$ cat config.mk
export PLATFORM = sky130hd
export DESIGN_NAME = dcache_controller_flat
export DESIGN_NICKNAME = d
export VERILOG_FILES = /design/src/rtl/dcache_controller_if.sv /design/src/rtl/dcache_controller.sv /design/src/flat_wrapper.sv
export SDC_FILE = /design/constraint.sdc
export NUM_CORES = 1
export LEC_CHECK = 0
export BUFFER_PORTS_ARGS = -buffer_cell sky130_fd_sc_hd__buf_4
export CAP_MARGIN = 25
export CORE_MARGIN = 5
export CORE_UTILIZATION = 35
export DETAILED_ROUTE_END_ITERATION = 10
export PLACE_DENSITY = 0.49
export SLEW_MARGIN = 40
export SYNTH_ARGS = -nofsm -noshare
export SYNTH_HDL_FRONTEND = slang
export SYNTH_SLANG_ARGS = --single-unit
$ cat constraint.sdc
create_clock -name CLK -period 4 [get_ports CLK]
set_input_delay 0.8 -clock CLK [delete_from_list [all_inputs] [get_ports CLK]]
set_output_delay 0.8 -clock CLK [all_outputs]
set_load 0.01 [all_outputs]
$ cat src/rtl/dcache_controller_if.sv
// CPU load/store port and block-wide data-memory port of the data cache.
// The slave modport is the cache's view; master is the surrounding system.
interface dcache_controller_if;
    logic        READ;
    logic        WRITE;
    logic [7:0]  ADDRESS;
    logic [7:0]  WRITEDATA;
    logic [7:0]  READDATA;
    logic        BUSYWAIT;
    logic        MEM_READ;
    logic        MEM_WRITE;
    logic [5:0]  MEM_ADDRESS;
    logic [31:0] MEM_WRITEDATA;
    logic [31:0] MEM_READDATA;
    logic        MEM_BUSYWAIT;

    modport slave (
        input  READ, WRITE, ADDRESS, WRITEDATA,
        input  MEM_READDATA, MEM_BUSYWAIT,
        output READDATA, BUSYWAIT,
        output MEM_READ, MEM_WRITE, MEM_ADDRESS, MEM_WRITEDATA
    );

    modport master (
        output READ, WRITE, ADDRESS, WRITEDATA,
        output MEM_READDATA, MEM_BUSYWAIT,
        input  READDATA, BUSYWAIT,
        input  MEM_READ, MEM_WRITE, MEM_ADDRESS, MEM_WRITEDATA
    );
endinterface

$ cat src/rtl/dcache_controller.sv
// Direct-mapped write-back data cache: zero-stall hits, misses stall the cpu
// through an optional dirty write-back followed by a block fetch.
module dcache_controller #(
    parameter int INDEX_BITS  = 3,
    parameter int OFFSET_BITS = 2
) (
    input logic              CLK,
    input logic              RESET,
    dcache_controller_if.slave bus
);
    localparam int TAG_BITS = 8 - INDEX_BITS - OFFSET_BITS;
    localparam int NBLK     = 1 << INDEX_BITS;

    typedef enum logic [1:0] {
        IDLE,
        WRITEBACK,
        FETCH,
        UPDATE
    } state_e;

    state_e state_q, state_d;

    logic [NBLK-1:0] valid_q, valid_d;
    logic [NBLK-1:0] dirty_q, dirty_d;
    logic [31:0]     fill_q, fill_d;

    logic [31:0]         data_q [NBLK];
    logic [TAG_BITS-1:0] tag_q  [NBLK];

    logic [INDEX_BITS-1:0]  idx;
    logic [TAG_BITS-1:0]    tag;
    logic [OFFSET_BITS-1:0] off;
    logic                   req;
    logic                   hit;
    logic                   wr_byte;
    logic                   fill_en;

    logic        busy;
    logic        mem_rd;
    logic        mem_wr;
    logic [5:0]  mem_addr;
    logic [31:0] mem_wdata;

    assign idx = bus.ADDRESS[OFFSET_BITS +: INDEX_BITS];
    assign tag = bus.ADDRESS[7 -: TAG_BITS];
    assign off = bus.ADDRESS[OFFSET_BITS-1:0];
    assign req = bus.READ | bus.WRITE;
    assign hit = valid_q[idx] && (tag_q[idx] == tag);

    always_ff @(posedge CLK or negedge RESET) begin
        if (!RESET) begin
            state_q <= IDLE;
            valid_q <= '0;
            dirty_q <= '0;
            fill_q  <= '0;
        end else begin
            state_q <= state_d;
            valid_q <= valid_d;
            dirty_q <= dirty_d;
            fill_q  <= fill_d;
        end
    end

    // Data and tag storage is deliberately left unreset; valid_q guards it.
    always_ff @(posedge CLK) begin
        if (fill_en) begin
            data_q[idx] <= fill_q;
            tag_q[idx]  <= tag;
        end else if (wr_byte) begin
            data_q[idx][{off, 3'b000} +: 8] <= bus.WRITEDATA;
        end
    end

    always_comb begin
        state_d = state_q;
        valid_d = valid_q;
        dirty_d = dirty_q;
        fill_d  = fill_q;
        wr_byte = 1'b0;
        fill_en = 1'b0;
        unique case (state_q)
            IDLE: begin
                if (req && !hit) begin
                    if (valid_q[idx] && dirty_q[idx]) state_d = WRITEBACK;
                    else                              state_d = FETCH;
                end else if (bus.WRITE && hit) begin
                    wr_byte      = 1'b1;
                    dirty_d[idx] = 1'b1;
                end
            end
            WRITEBACK: begin
                if (!bus.MEM_BUSYWAIT) state_d = FETCH;
            end
            FETCH: begin
                if (!bus.MEM_BUSYWAIT) begin
                    state_d = UPDATE;
                    fill_d  = bus.MEM_READDATA;
                end
            end
            UPDATE: begin
                state_d      = IDLE;
                fill_en      = 1'b1;
                valid_d[idx] = 1'b1;
                dirty_d[idx] = 1'b0;
            end
            default: state_d = IDLE;
        endcase
    end

    always_comb begin
        busy      = 1'b0;
        mem_rd    = 1'b0;
        mem_wr    = 1'b0;
        mem_addr  = '0;
        mem_wdata = '0;
        unique case (state_q)
            IDLE: busy = req && !hit;
            WRITEBACK: begin
                busy      = 1'b1;
                mem_wr    = 1'b1;
                mem_addr  = {tag_q[idx], idx};
                mem_wdata = data_q[idx];
            end
            FETCH: begin
                busy     = 1'b1;
                mem_rd   = 1'b1;
                mem_addr = bus.ADDRESS[7:2];
            end
            UPDATE: busy = 1'b1;
            default: busy = 1'b0;
        endcase
    end

    // Stall is masked while reset is held so a pending request cannot raise it.
    assign bus.BUSYWAIT      = busy & RESET;
    assign bus.MEM_READ      = mem_rd;
    assign bus.MEM_WRITE     = mem_wr;
    assign bus.MEM_ADDRESS   = mem_addr;
    assign bus.MEM_WRITEDATA = mem_wdata;
    assign bus.READDATA      = hit ? data_q[idx][{off, 3'b000} +: 8] : 8'h00;
endmodule

$ cat src/flat_wrapper.sv
// flat-port wrapper written by rule: the top's interface ports become plain ports
module dcache_controller_flat 
#(
    parameter int INDEX_BITS  = 3,
    parameter int OFFSET_BITS = 2
)
  (CLK, RESET, bus_READ, bus_WRITE, bus_ADDRESS, bus_WRITEDATA, bus_MEM_READDATA, bus_MEM_BUSYWAIT, bus_READDATA, bus_BUSYWAIT, bus_MEM_READ, bus_MEM_WRITE, bus_MEM_ADDRESS, bus_MEM_WRITEDATA);
  dcache_controller_if bus_i ();
  input logic CLK;
  input logic RESET;
  input wire logic [$bits(bus_i.READ)-1:0] bus_READ;
  input wire logic [$bits(bus_i.WRITE)-1:0] bus_WRITE;
  input wire logic [$bits(bus_i.ADDRESS)-1:0] bus_ADDRESS;
  input wire logic [$bits(bus_i.WRITEDATA)-1:0] bus_WRITEDATA;
  input wire logic [$bits(bus_i.MEM_READDATA)-1:0] bus_MEM_READDATA;
  input wire logic [$bits(bus_i.MEM_BUSYWAIT)-1:0] bus_MEM_BUSYWAIT;
  output wire logic [$bits(bus_i.READDATA)-1:0] bus_READDATA;
  output wire logic [$bits(bus_i.BUSYWAIT)-1:0] bus_BUSYWAIT;
  output wire logic [$bits(bus_i.MEM_READ)-1:0] bus_MEM_READ;
  output wire logic [$bits(bus_i.MEM_WRITE)-1:0] bus_MEM_WRITE;
  output wire logic [$bits(bus_i.MEM_ADDRESS)-1:0] bus_MEM_ADDRESS;
  output wire logic [$bits(bus_i.MEM_WRITEDATA)-1:0] bus_MEM_WRITEDATA;
  assign bus_i.READ = bus_READ;
  assign bus_i.WRITE = bus_WRITE;
  assign bus_i.ADDRESS = bus_ADDRESS;
  assign bus_i.WRITEDATA = bus_WRITEDATA;
  assign bus_i.MEM_READDATA = bus_MEM_READDATA;
  assign bus_i.MEM_BUSYWAIT = bus_MEM_BUSYWAIT;
  assign bus_READDATA = bus_i.READDATA;
  assign bus_BUSYWAIT = bus_i.BUSYWAIT;
  assign bus_MEM_READ = bus_i.MEM_READ;
  assign bus_MEM_WRITE = bus_i.MEM_WRITE;
  assign bus_MEM_ADDRESS = bus_i.MEM_ADDRESS;
  assign bus_MEM_WRITEDATA = bus_i.MEM_WRITEDATA;
  dcache_controller #(.INDEX_BITS(INDEX_BITS), .OFFSET_BITS(OFFSET_BITS)) u_core (.CLK(CLK), .RESET(RESET), .bus(bus_i));
endmodule
==> impl_results.md <==
- Status: complete, no violations
- Worst endpoint required time: 3.20 ns
- GR Overflow Total: 0
- Sink Count: 330
- Initial standard-cell utilization of the core: about a third
- Largest incremental delay on the critical path: approximately 0.48 ns
- Count of max-cap constraint violations: 0
- Number of core rows: 74
- Critical path start-end classification: primary input to output port
- Nets: between 1000 and 1500
- Number of clock buffers inserted by TritonCTS: 37
- Number of antenna-violating nets in the routed design: 0
- Vias per Instance: 5.29
- Buffer depth of the longest clock path: 3
- Post-Place Cells: 1671
- CTS H-tree depth: 2
- Worst rel slew slack: 49.7%
- Slowest stage cell on the critical path: sky130_fd_sc_hd__a2111oi_0
- Internal power consumption: 7.62 mW
- Number of antenna violations at the first check in global routing: 1
- Peak clock frequency supported by timing: 260 MHz
- Die Outline Area: ~45000 µm²
- DRC violations left: 0
- Final cell area excluding filler cells: between 15000 and 20000 µm²
- Number of setup buffers added after CTS: 0
- Synthesis warning total: 0
- Post-route setup slack: 0.157 ns
- Core region area: about 41000 µm²
- Synthesized netlist net count: 1025
- Prevailing post-synth register cell: sky130_fd_sc_hd__edfxtp_1
- Biggest fanout along the worst timing path: 18
- Routability congestion estimate: 0.864
- Switching share of power: 29.4%
- Maximum number of pins on one net before global-route repair: 51
- Post-place instance area: 16500 µm²
- Width of the die: between 200 and 250 µm
- PD cells: 607 nW/µm²
- Global-route total usage across every layer: approximately a fifth
- Net Switching: 3.17 mW
- Path type of the worst min-delay path: primary input to asynchronous set/reset pin
- Clock period minus worst slack: 3.84 ns
- Start point of the critical path: bus_ADDRESS[2]
- Master cell of the clock root buffer: sky130_fd_sc_hd__clkbuf_16
- Cells traversed along the worst timing path: buf_4 -> buf_12 -> buf_12 -> buf_4 -> mux2i_1 -> o22ai_1 -> a2111oi_0 -> buf_4 -> a2bb2oi_1 -> nor3_1 -> buf_4 -> buf_4
- Number of top-level pins: 102
- Crit-path most repeated cell: sky130_fd_sc_hd__buf_4
- Placement-stage worst setup slack: -0.00201 ns
- Highest ir drop seen on vdd: 395 µV
- Cell count after synthesis: 962
- Skew final: 0.0296 ns
- R2R depth: 6
- Total of flip-flops plus latches after synthesis: 330
- Portion of total power attributed to the clock network: approximately a third
- Layout cell share with drive strength beyond 1: 30.3%
- Register area share after synthesis: 67.7%
- Cell type with the highest aggregate area in the netlist: sky130_fd_sc_hd__edfxtp_1
- CTS tree: built
- Part of the total power dissipated in combinational logic: roughly a quarter
- Reg clk slew, reported paths: 0.06 ns
- Crit path launch type: primary input
- First-pass GRT wire length: 64.6 mm
- Final Slew Violations: 0
- Share of the clock period used by the worst path after layout: just under 100%
- EDFF count, synth: 280
- Worst Max-Slew Pin Slew: 0.754 ns
- Area of the mapped netlist: 14300 µm²
- Buffers on Ports: 101
- DRT Wirelength: between 40 and 50 mm
- Endpoints failing setup: 0
- Startpoint of the lowest-slack register-to-register path: u_core.state_q[1]$_DFFE_PN0P_
- Post-synth ARST share: 15.2%
- Hold Worst Slack: 0.450 ns
- Setup Total Neg Slack: 0 ns
- Area contributors post-synth: sky130_fd_sc_hd__edfxtp_1 59%, sky130_fd_sc_hd__dfrtp_1 8.8%, sky130_fd_sc_hd__mux4_2 5.7%
- DR iter-0 viols: around 790
- Number of buffers inserted by hold repair at cts: 0
- RSZ-0062 raised after global routing: false
- Most frequent cell after synthesis: sky130_fd_sc_hd__edfxtp_1
- Number of vias in the routed layout: between 9000 and 10000
- Number of standard cells in the final layout excluding fillers: approximately 1700
- Nature of the critical path endpoint: output port
- Part of the power in registers: 43.4%
- Leak Pwr: 6.68 nW
- Most numerous cell types in the synthesized netlist: 280 x sky130_fd_sc_hd__edfxtp_1, 90 x sky130_fd_sc_hd__nand2_1, 66 x sky130_fd_sc_hd__nor2_1
- Arrival @ worst endpoint: 3.04 ns
- CP delay by family, top: buffers and inverters
- Fraction of post-synthesis cell area in the top cell type by area: 58.9%
- Die span in y: between 200 and 250 µm
- Destination of the worst register-to-register timing path: u_core.data_q[5][8]$_DFFE_PP_
- Mapped Avg Cell Area: ~15 µm²
- Slack of the worst reg-to-reg path: 0.93 ns
- Post_cts resized: 1
- Worst path bufs/invs: 7
- Post-synthesis cell type count: 52
- Drt first pass iters: 5
- Via count of the first global-routing pass: 9457
- Wire per inst: ~26 µm
- Syn-to-layout area delta: 24.6%
- Final hold violations: 0
- Later-pin clock latency in the skew report: 0.55 ns
- Post-DP HPWL: 31.9 mm
logic make-up after synthesis:
| group | share of synthesized area [%] |
|---|---|
| DFF | 67.7 |
| and+or+nand+nor | 7.90 |
| AOI/OAI and AO/OA | 8.76 |
| muxes | 11.8 |
| buffers and inverters | 2.82 |
| adders and majority gates | 0.877 |
| xor gates and xnor gates | 0.123 |
flip-flops by register name, indices dropped and copies added (netlist names), named ones only:
name / count
u_core.data_q: 256
u_core.fill_q: 32
u_core.tag_q: 24
u_core.valid_q: 8
u_core.state_q: 2
layer usage:
| layer | global-route usage, % | wire (µm) | up-vias |
|---|---|---|---|
| met5 | 0 | 0 | - |
| met4 | 5.82 | 1200 | 0 |
| met3 | 4.65 | 3520 | 60 |
| met2 | 30.3 | 20300 | 352 |
| met1 | 28.0 | 19500 | 4658 |
| li1 | - | - | 4122 |
cells in the final DEF, fill, tap and decap left out, types with 10 or more instances in the layout:
cell type and count:
sky130_fd_sc_hd__edfxtp_1 280, sky130_fd_sc_hd__o22ai_1 14, sky130_fd_sc_hd__ha_1 10, sky130_fd_sc_hd__and2_1 22, sky130_fd_sc_hd__mux2_2 23, sky130_fd_sc_hd__nor2_1 66
sky130_fd_sc_hd__mux2i_1 58, sky130_fd_sc_hd__a22oi_1 19, sky130_fd_sc_hd__inv_1 39, sky130_fd_sc_hd__o21ai_0 43, sky130_fd_sc_hd__buf_4 221, sky130_fd_sc_hd__clkbuf_16 37
sky130_fd_sc_hd__nand2_1 90, sky130_fd_sc_hd__dfrtp_1 50, sky130_fd_sc_hd__nor2b_1 14, sky130_fd_sc_hd__mux4_2 36, sky130_fd_sc_hd__a221oi_1 28, sky130_fd_sc_hd__a21oi_1 13
metrics by stage:
step	total power [mW]	util (%)
6_report	10.8	43.8
5_1_grt	11.3	43.8
4_1_cts	10.9	43.8
3_5_place_dp	7.40	40.8
3_3_place_gp	7.38	40.8
2_1_floorplan	6.11	-
worst max path at each step:
stage,to,slack (ns),cells past startpoint
final,bus_READDATA[3],0.16,12
after detailed placement,bus_READDATA[0],-0.002,10
after global routing,bus_READDATA[3],0.02,9
after global placement,bus_READDATA[0],-0.06,10
after floorplan,bus_READDATA[7],0.41,7
after CTS,bus_READDATA[3],0.13,12
cell type report:
type                    count  area (µm²)
diodes                      1        2.50
clock buffers              43         948
clock inverters            21         280
fillers                  3733       22800
inverters                  42         158
multi-input cells         537        4220
flip-flops and latches    330        9660
well taps                 532         666
repair buffers            230        1840
power groups by stage:
stage	clock, mW	sequential [mW]	combinational (mW)
detailed placement	0	4.75	2.65
global placement	0	4.74	2.63
CTS	3.53	4.68	2.65
finish	3.47	4.68	2.64
global route	3.67	4.72	2.88
floorplan	0	4.70	1.41
No activity file was read; power rests on OpenSTA's default activity.
